`config.mk`:
```
export PLATFORM = sky130hd
export DESIGN_NAME = aes_disp_scroller_flat
export DESIGN_NICKNAME = d
export VERILOG_FILES = /design/src/rtl/aes_disp_scroller_pkg.sv /design/src/rtl/aes_disp_scroller_if.sv /design/src/rtl/aes_disp_scroller_btn_debounce.sv /design/src/rtl/aes_disp_scroller.sv /design/src/flat_wrapper.sv
export SDC_FILE = /design/constraint.sdc
export NUM_CORES = 1
export LEC_CHECK = 0
export ABC_CLOCK_PERIOD_IN_PS = 2150
export BUFFER_PORTS_ARGS = -buffer_cell sky130_fd_sc_hd__clkbuf_2
export CAP_MARGIN = 20
export CELL_PAD_IN_SITES_DETAIL_PLACEMENT = 0
export CELL_PAD_IN_SITES_GLOBAL_PLACEMENT = 1
export CORE_MARGIN = 3
export CORE_UTILIZATION = 42
export CTS_CLUSTER_SIZE = 10
export DETAILED_ROUTE_END_ITERATION = 10
export PLACE_DENSITY = 0.91
export SETUP_SLACK_MARGIN = 0.15
export SYNTH_ARGS = -nofsm -noshare
export SYNTH_HDL_FRONTEND = slang
export SYNTH_SLANG_ARGS = --single-unit
```
`constraint.sdc`:
```
create_clock -name clk -period 2.15 [get_ports clk]
set_input_delay 0.215 -clock clk [delete_from_list [all_inputs] [get_ports clk]]
set_output_delay 0.215 -clock clk [all_outputs]
set_load 0.01 [all_outputs]
```
`src/rtl/aes_disp_scroller_pkg.sv`:
```
// Shared constants and helpers for the AES result display scroller.
package disp_pkg;

  localparam int unsigned DATA_W_DEF = 128;
  localparam int unsigned WORD_W_DEF = 16;
  localparam int unsigned WORDS      = DATA_W_DEF / WORD_W_DEF;
  localparam int unsigned IDX_W      = $clog2(WORDS);

  function automatic int unsigned ms_to_cyc(input int unsigned hz, input int unsigned ms);
    return hz / 1000 * ms;
  endfunction

endpackage

```
`src/rtl/aes_disp_scroller_if.sv`:
```
// Result-block input, button/auto controls and display-word outputs of the scroller.
interface aes_disp_scroller_if
  import disp_pkg::*;
#(
  parameter int unsigned DATA_W = 128,
  parameter int unsigned WORD_W = 16
);

  logic              blk_valid;
  logic [DATA_W-1:0] blk_data;
  logic              btn_next;
  logic              auto_en;
  logic [WORD_W-1:0] disp_word;
  logic [IDX_W-1:0]  word_idx;
  logic              blk_loaded;

  modport master (
    output blk_valid, blk_data, btn_next, auto_en,
    input  disp_word, word_idx, blk_loaded
  );

  modport slave (
    input  blk_valid, blk_data, btn_next, auto_en,
    output disp_word, word_idx, blk_loaded
  );

endinterface

```
`src/rtl/aes_disp_scroller_btn_debounce.sv`:
```
// Two-flop synchroniser, stable-level debouncer and rising-edge pulse for a raw push-button.
module btn_debounce #(
  parameter int unsigned DB_CYC = 4
) (
  input  logic clk,
  input  logic rst,
  input  logic raw_i,
  output logic level_o,
  output logic rise_o
);

  localparam int unsigned DB_W = $clog2(DB_CYC + 1);

  logic [1:0]      sync_q;
  logic            stable_q, stable_d;
  logic [DB_W-1:0] cnt_q, cnt_d;
  logic            mismatch;
  logic            accept;

  // The level flips on the DB_CYC-th consecutive mismatching cycle; rise_o fires on that same edge.
  always_comb begin
    mismatch = sync_q[1] ^ stable_q;
    accept   = mismatch && (cnt_q == DB_W'(DB_CYC - 1));
    cnt_d    = '0;
    if (mismatch && !accept) begin
      cnt_d = cnt_q + DB_W'(1);
    end
    stable_d = accept ? sync_q[1] : stable_q;
    rise_o   = accept && sync_q[1];
    level_o  = stable_q;
  end

  always_ff @(posedge clk) begin
    if (rst) begin
      sync_q   <= '0;
      stable_q <= 1'b0;
      cnt_q    <= '0;
    end else begin
      sync_q   <= {sync_q[0], raw_i};
      stable_q <= stable_d;
      cnt_q    <= cnt_d;
    end
  end

endmodule

```
`src/rtl/aes_disp_scroller.sv`:
```
// Latches AES result blocks and steps a 16-bit display window through them by button or timer.
module aes_disp_scroller
  import disp_pkg::*;
#(
  parameter int unsigned CLK_HZ      = 50_000_000,
  parameter int unsigned DEBOUNCE_MS = 10,
  parameter int unsigned SCROLL_MS   = 1000,
  parameter int unsigned DATA_W      = 128,
  parameter int unsigned WORD_W      = 16
) (
  input logic                clk,
  input logic                rst,
  aes_disp_scroller_if.slave bus
);

  localparam int unsigned DB_CYC     = ms_to_cyc(CLK_HZ, DEBOUNCE_MS);
  localparam int unsigned SCROLL_CYC = ms_to_cyc(CLK_HZ, SCROLL_MS);
  localparam int unsigned SC_W       = $clog2(SCROLL_CYC + 1);

  if (DB_CYC < 2) begin : g_bad_db
    $error("aes_disp_scroller: debounce period must be at least 2 cycles");
  end
  if (SCROLL_CYC < 2) begin : g_bad_scroll
    $error("aes_disp_scroller: scroll period must be at least 2 cycles");
  end
  if (DATA_W != WORDS * WORD_W) begin : g_bad_width
    $error("aes_disp_scroller: DATA_W must equal WORDS*WORD_W");
  end

  logic [DATA_W-1:0] blk_q, blk_d;
  logic [IDX_W-1:0]  idx_q, idx_d;
  logic              loaded_q, loaded_d;
  logic [SC_W-1:0]   sc_q, sc_d;
  logic              step_man, step_auto, run, btn_level;

  btn_debounce #(.DB_CYC(DB_CYC)) u_btn (
    .clk     (clk),
    .rst     (rst),
    .raw_i   (bus.btn_next),
    .level_o (btn_level),
    .rise_o  (step_man)
  );

  // A load overrides any coincident step; a manual press restarts the auto period.
  always_comb begin
    run       = bus.auto_en && loaded_q;
    step_auto = run && (sc_q == SC_W'(SCROLL_CYC - 1));
    blk_d     = blk_q;
    idx_d     = idx_q;
    loaded_d  = loaded_q;
    sc_d      = sc_q + SC_W'(1);
    if (!run || step_man || step_auto) begin
      sc_d = '0;
    end
    if ((step_man || step_auto) && loaded_q) begin
      idx_d = idx_q + IDX_W'(1);
    end
    if (bus.blk_valid) begin
      blk_d    = bus.blk_data;
      idx_d    = '0;
      sc_d     = '0;
      loaded_d = 1'b1;
    end
  end

  always_ff @(posedge clk) begin
    if (rst) begin
      blk_q    <= '0;
      idx_q    <= '0;
      loaded_q <= 1'b0;
      sc_q     <= '0;
    end else begin
      blk_q    <= blk_d;
      idx_q    <= idx_d;
      loaded_q <= loaded_d;
      sc_q     <= sc_d;
    end
  end

  always_comb begin
    bus.disp_word  = blk_q[DATA_W-1-WORD_W*int'(idx_q) -: WORD_W];
    bus.word_idx   = idx_q;
    bus.blk_loaded = loaded_q;
  end

endmodule

```
`src/flat_wrapper.sv`:
```
// flat-port wrapper written by rule: the top's interface ports become plain ports
module aes_disp_scroller_flat import disp_pkg::*;
#(
  parameter int unsigned CLK_HZ      = 50_000_000,
  parameter int unsigned DEBOUNCE_MS = 10,
  parameter int unsigned SCROLL_MS   = 1000,
  parameter int unsigned DATA_W      = 128,
  parameter int unsigned WORD_W      = 16
)
  (clk, rst, bus_blk_valid, bus_blk_data, bus_btn_next, bus_auto_en, bus_disp_word, bus_word_idx, bus_blk_loaded);
  aes_disp_scroller_if #(.DATA_W(DATA_W), .WORD_W(WORD_W)) bus_i ();
  input logic clk;
  input logic rst;
  input wire logic [$bits(bus_i.blk_valid)-1:0] bus_blk_valid;
  input wire logic [$bits(bus_i.blk_data)-1:0] bus_blk_data;
  input wire logic [$bits(bus_i.btn_next)-1:0] bus_btn_next;
  input wire logic [$bits(bus_i.auto_en)-1:0] bus_auto_en;
  output wire logic [$bits(bus_i.disp_word)-1:0] bus_disp_word;
  output wire logic [$bits(bus_i.word_idx)-1:0] bus_word_idx;
  output wire logic [$bits(bus_i.blk_loaded)-1:0] bus_blk_loaded;
  assign bus_i.blk_valid = bus_blk_valid;
  assign bus_i.blk_data = bus_blk_data;
  assign bus_i.btn_next = bus_btn_next;
  assign bus_i.auto_en = bus_auto_en;
  assign bus_disp_word = bus_i.disp_word;
  assign bus_word_idx = bus_i.word_idx;
  assign bus_blk_loaded = bus_i.blk_loaded;
  aes_disp_scroller #(.CLK_HZ(CLK_HZ), .DEBOUNCE_MS(DEBOUNCE_MS), .SCROLL_MS(SCROLL_MS), .DATA_W(DATA_W), .WORD_W(WORD_W)) u_core (.clk(clk), .rst(rst), .bus(bus_i));
endmodule
```
# --- After elaboration in Yosys (flattened, before gate mapping) ---
# Cells that the tools add are included.
word_totals:
  ff_bits: 180
  output_inout_bits: 20
op_classes:
  n_shift: 1
  add_sub_neg: 4
  n_bitwise: 2
  n_reduce_logical: 14
  n_eq_ne: 2
op_table:
  columns: ["operator", "n"]
  rows:
  - ["variable part select 143 x 33 -> 16 bit", 1]
  - ["adder 26 x 1 -> 26 bit (second input constant)", 1]
  - ["equality test 26 bit (second input constant)", 1]
  - ["adder 19 x 1 -> 19 bit (second input constant)", 1]
  - ["equality test 19 bit (second input constant)", 1]
  - ["subtractor 7 x 7 -> 8 bit (first input constant)", 1]
  - ["logical AND 1 bit", 6]
  - ["OR reduction 2 bit", 2]
  - ["adder 3 x 1 -> 3 bit (second input constant)", 1]
  - ["logical OR 1 bit", 3]
  - ["OR reduction 3 bit", 1]
  - ["zero test 1 bit", 2]
  - ["inverter 1 bit", 1]
  - ["XOR 1 bit", 1]

# --- Longest topological paths before layout ---
logic_depth:
  word_depth: 6
  ltp_mapped: 8
  mapped_depth_nobuf: 6

# --- By module ---
# From an unflattened synthesis, not the netlist that was laid out.
unflattened:
  hier_cells: 791
  area_unflattened_um2: 7965.1
by_module_without_submodules:
  columns: ["mod", "cells_each", "instances", "seq_area_each_um2", "area_per_inst_um2"]
  rows:
  - ["aes_disp_scroller", 678, 1, 3163.0, 6949.2]
  - ["btn_debounce", 113, 1, 440.4, 1016.0]

# --- Least setup slack after synthesis ---
# No wires, ideal clock.
synth_timing:
  path_type: "register to output"
  startpoint: "reg u_core.idx_q[0], in the netlist u_core.bus.word_idx[0]"
  endpoint: "out bus_disp_word[0]"
  arrival_ps: 1858
  path_slack_ps: 77
  path_stages_with_launch: 5
  cell_sequence: "dfxtp_1 > clkbuf_1 > buf_2 > mux4_2 > mux2_2"
synth_between:
  elab_chain_len: 2
synth_lines:
  columns: ["item", "line", "source"]
  rows:
  - ["start: declaration", "aes_disp_scroller.sv:31", "logic [IDX_W-1:0] idx_q, idx_d;"]
  - ["start signal: assignment", "aes_disp_scroller.sv:74", "idx_q <= idx_d;"]
  - ["subtractor 7 x 7 -> 8 bit", "aes_disp_scroller.sv:81", "bus.disp_word = blk_q[DATA_W-1-WORD_W*int'(idx_q) -: WORD_W];"]
  - ["variable part select 143 x 33 -> 16 bit", "aes_disp_scroller.sv:81", null]
  - ["end: declaration", "flat_wrapper.sv:18", "output wire logic [$bits(bus_i.disp_word)-1:0] bus_disp_word;"]
# No other way between the ends.

# --- Worst setup path in the final report ---
layout_timing:
  startpoint: "reg u_core.idx_q[0], in the netlist u_core.bus.word_idx[0]"
  endpoint: "out bus_disp_word[12]"
# The elaborated chain is that of the path after synthesis.

==> key figures <==
Outcome
  • Status: complete, but fails checks
  • Failing checks: negative setup slack

Timing
  • Hold Fails Final Rpt: 0
  • Final setup viols: 16
  • Relative slew slack: 56.8%
  • Setup Skew: 0.00704 ns
  • Worst-margin pin slew: 0.648 ns
  • RSZ-0062 raised after global routing: true
  • Worst setup margin: -0.0993 ns
  • Slew Viols, Final: 0
  • Max Freq: 0.445 GHz
  • Crit share post-route: 105%
  • Fin crit period: 2.25 ns

GRT
  • Initial antenna violation count: 0
  • GRT Total Usage: 19.5%
  • Global route total overflow: 0
  • First-pass GRT wire length: 30400 um
  • Vias in the first global route: 5617
  • Pin count of the biggest net entering global routing: 90

Routing
  • Drt via density: 5.05
  • TritonRoute pass-1 iters: 5
  • Via count: 5734
  • WL final: 19200 um
  • DRC viols: 0
  • Per-cell routed wire length: 16.9 um
  • Detail Route Antenna Nets: 0
  • Initial drt markers: 277

Worst setup path
  • Worst Setup SP: u_core.bus.word_idx[0]
  • Critical Path End: bus_disp_word[12]
  • Data required time of the critical path: 1.93 ns
  • Crit end category: primary output
  • Reg2reg setup slack: 0.17 ns
  • Reg-to-reg endpoint: u_core.sc_q[3]
  • Startpoint Class: register
  • Crit path max fanout: 5
  • R2R depth: 7
  • CP Data Arrival Time: 2.03 ns
  • Crit path kind: register to primary output
  • Critical R2R Launch: u_core.u_btn.cnt_q[9]

Power and ir drop
  • Static leakage: 4.16 nW
  • VDD IR max: 0.624 mV
  • P_sw: 1.74 mW
  • Sequential share of power: 50.1%
  • Total Power: 7.09 mW
  • Clock share of power: 41.0%
  • PD cells: 730 nW/um^2
  • Comb pwr share: 8.9%
  • Internal Power: 5.35 mW
  • Sw frac: 24.5%

Hold path
  • Hold Path Class: input pin to register
  • Hold path start: bus_blk_data[12]

Yosys
  • Post-synth top cells: nor2_1, dfxtp_1, mux2i_1
  • Cell taking the most area after synthesis: dfxtp_1
  • Synth Net Count: 875
  • Count leader, synth: nor2_1
  • Synth Instances: 739
  • Synth Flop Type: dfxtp_1
  • Yosys cell types: 36
  • Top cell type's share of synthesized area: 47.1%
  • Sequential share of the synthesized area: 47.1%
  • Avg Inst Size Synth: 10.4 um^2
  • Async S/R FF share, synth: 0%
  • Flops & latches, synth: 180
  • Largest cells by area after synthesis: dfxtp_1, mux2i_1, mux4_2
  • Yosys warning total: 0
  • EDFF count, synth: 0
  • Post-Syn Area: 7660 um^2

Die
  • Die area: 19900 um^2
  • Core area: 17600 um^2
  • # rows: 48
  • Chip Height: 141 um
  • # IOs: 153
  • Initial Util: 43.5%
  • Die W: 141 um

Clocking
  • Clock root cell: clkbuf_16
  • Max Root-Sink Buffers: 2
  • Clock sink total: 180
  • Latest clock arrival within the worst-skew pair: 0.42 ns
  • TritonCTS clock tree: yes
  • H-tree levels: 4
  • Reg clk slew, reported paths: 0.07 ns
  • TritonCTS buffer count: 17

Cells and area
  • Final instance area: 9720 um^2
  • Layout cells sized above 1: 31.5%
  • Post-layout util: 55.2%
  • Fin nets: 1033
  • Synth-to-layout area growth: 26.9%
  • Antenna diodes: 0

Placement
  • Post-placement setup slack: 0.122 ns
  • GP Congestion: 0.837
  • Number of port buffers: 152
  • Dpl hpwl: 13100 um
  • Placed cell areas: 8750 um^2

Flow run
  • Max_cap viols: 0
[sequential cells by signal, indices dropped and copies added, names as in the netlist]
| name | flops |
|---|---|
| u_core.blk_q | 128 |
| u_core.sc_q | 26 |
| u_core.u_btn.cnt_q | 19 |
| u_core.bus.word_idx | 3 |
| u_core.u_btn.sync_q | 2 |
| u_core.bus.blk_loaded | 1 |
| u_core.u_btn.level_o | 1 |
[area by class of cell]
class	count	area [um^2]
clock buffers	21	450
clock inverters	11	95.1
fillers	1532	7880
inverters	8	30.0
multi-input cells	505	3970
flip-flops and latches	180	3620
well taps	225	282
repair buffers	185	1270
[through the flow]
step	hold WS, ns	std cells	TNS [ns]
6_report	0.0151	1135	-1.02
5_1_grt	0.00567	1135	-1.87
4_1_cts	0.00232	1134	-1.43
3_5_place_dp	0.426	1088	0
3_3_place_gp	0.419	1088	0
2_1_floorplan	0.343	739	0
[power groups by stage]
stage,logic [mW],registers (mW),clock network [mW]
finish,0.628,3.55,2.91
global route,0.693,3.57,3.13
floorplan,0.372,3.60,0
CTS,0.609,3.55,2.96
global placement,0.593,3.62,0
detailed placement,0.603,3.63,0
[cell usage in the layout (no fill, tap or decap), types with 2 or more instances in the layout]
master / n
buf_4: 19
mux4_2: 32
clkbuf_16: 18
inv_8: 2
dfxtp_1: 174
clkinvlp_4: 5
nor2_1: 182
mux2_2: 5
buf_12: 10
or3_1: 3
nand4_1: 9
nor4_2: 2
mux2_4: 11
clkbuf_1: 3
clkbuf_2: 140
and3_1: 6
dfxtp_4: 3
nor2_2: 6
mux2i_1: 129
clkinv_4: 2
nand3_1: 20
xnor2_1: 19
nor4_1: 4
nor2b_1: 4
ha_1: 3
dfxtp_2: 3
nor2_4: 3
inv_6: 2
inv_1: 8
nor3_1: 5
or4_4: 2
buf_16: 2
nand2_1: 18
a21oi_1: 3
or2_2: 2
xor2_1: 22
buf_6: 11
[how the worst min path moves through the flow]
stage | depth (start not counted) | end
after floorplan | 1 | u_core.u_btn.sync_q[0]
after global placement | 1 | u_core.u_btn.sync_q[1]
after detailed placement | 1 | u_core.u_btn.sync_q[1]
after CTS | 3 | u_core.blk_q[45]
after global routing | 3 | u_core.blk_q[91]
final | 3 | u_core.blk_q[12]
[critical path, cell delays in order, from the launching register on]
cell and delay (ns):
dfxtp_4 0.37, buf_4 0.16, buf_16 0.14, mux4_2 0.53, mux2_2 0.28, clkbuf_2 0.13
[repair_timing]
item / in CTS / in global routing
hold endpoints to repair: 1 / 0
pin swaps: 4 / 6
gates cloned: 2 / 1
endpoints found under the setup margin: 17 / 48
setup buffers: 11 / 0
hold buffers: 1 / 0
resized for setup: 18 / 53
[per-layer routing]
metal	track usage (%)	wire (um)
met1	24.4	8050
met2	31.0	9140
met3	7.60	1550
met4	6.83	424
met5	0	0
[logic make-up after synthesis]
family / synth area share [%]
simple gates: 15.8
flops: 47.1
mux: 28.6
buf+inv: 2.73
xor+xnor: 4.69
compound gates: 0.637
fa+ha+maj: 0.490
Note: power is estimated with default switching activity, not from simulation.
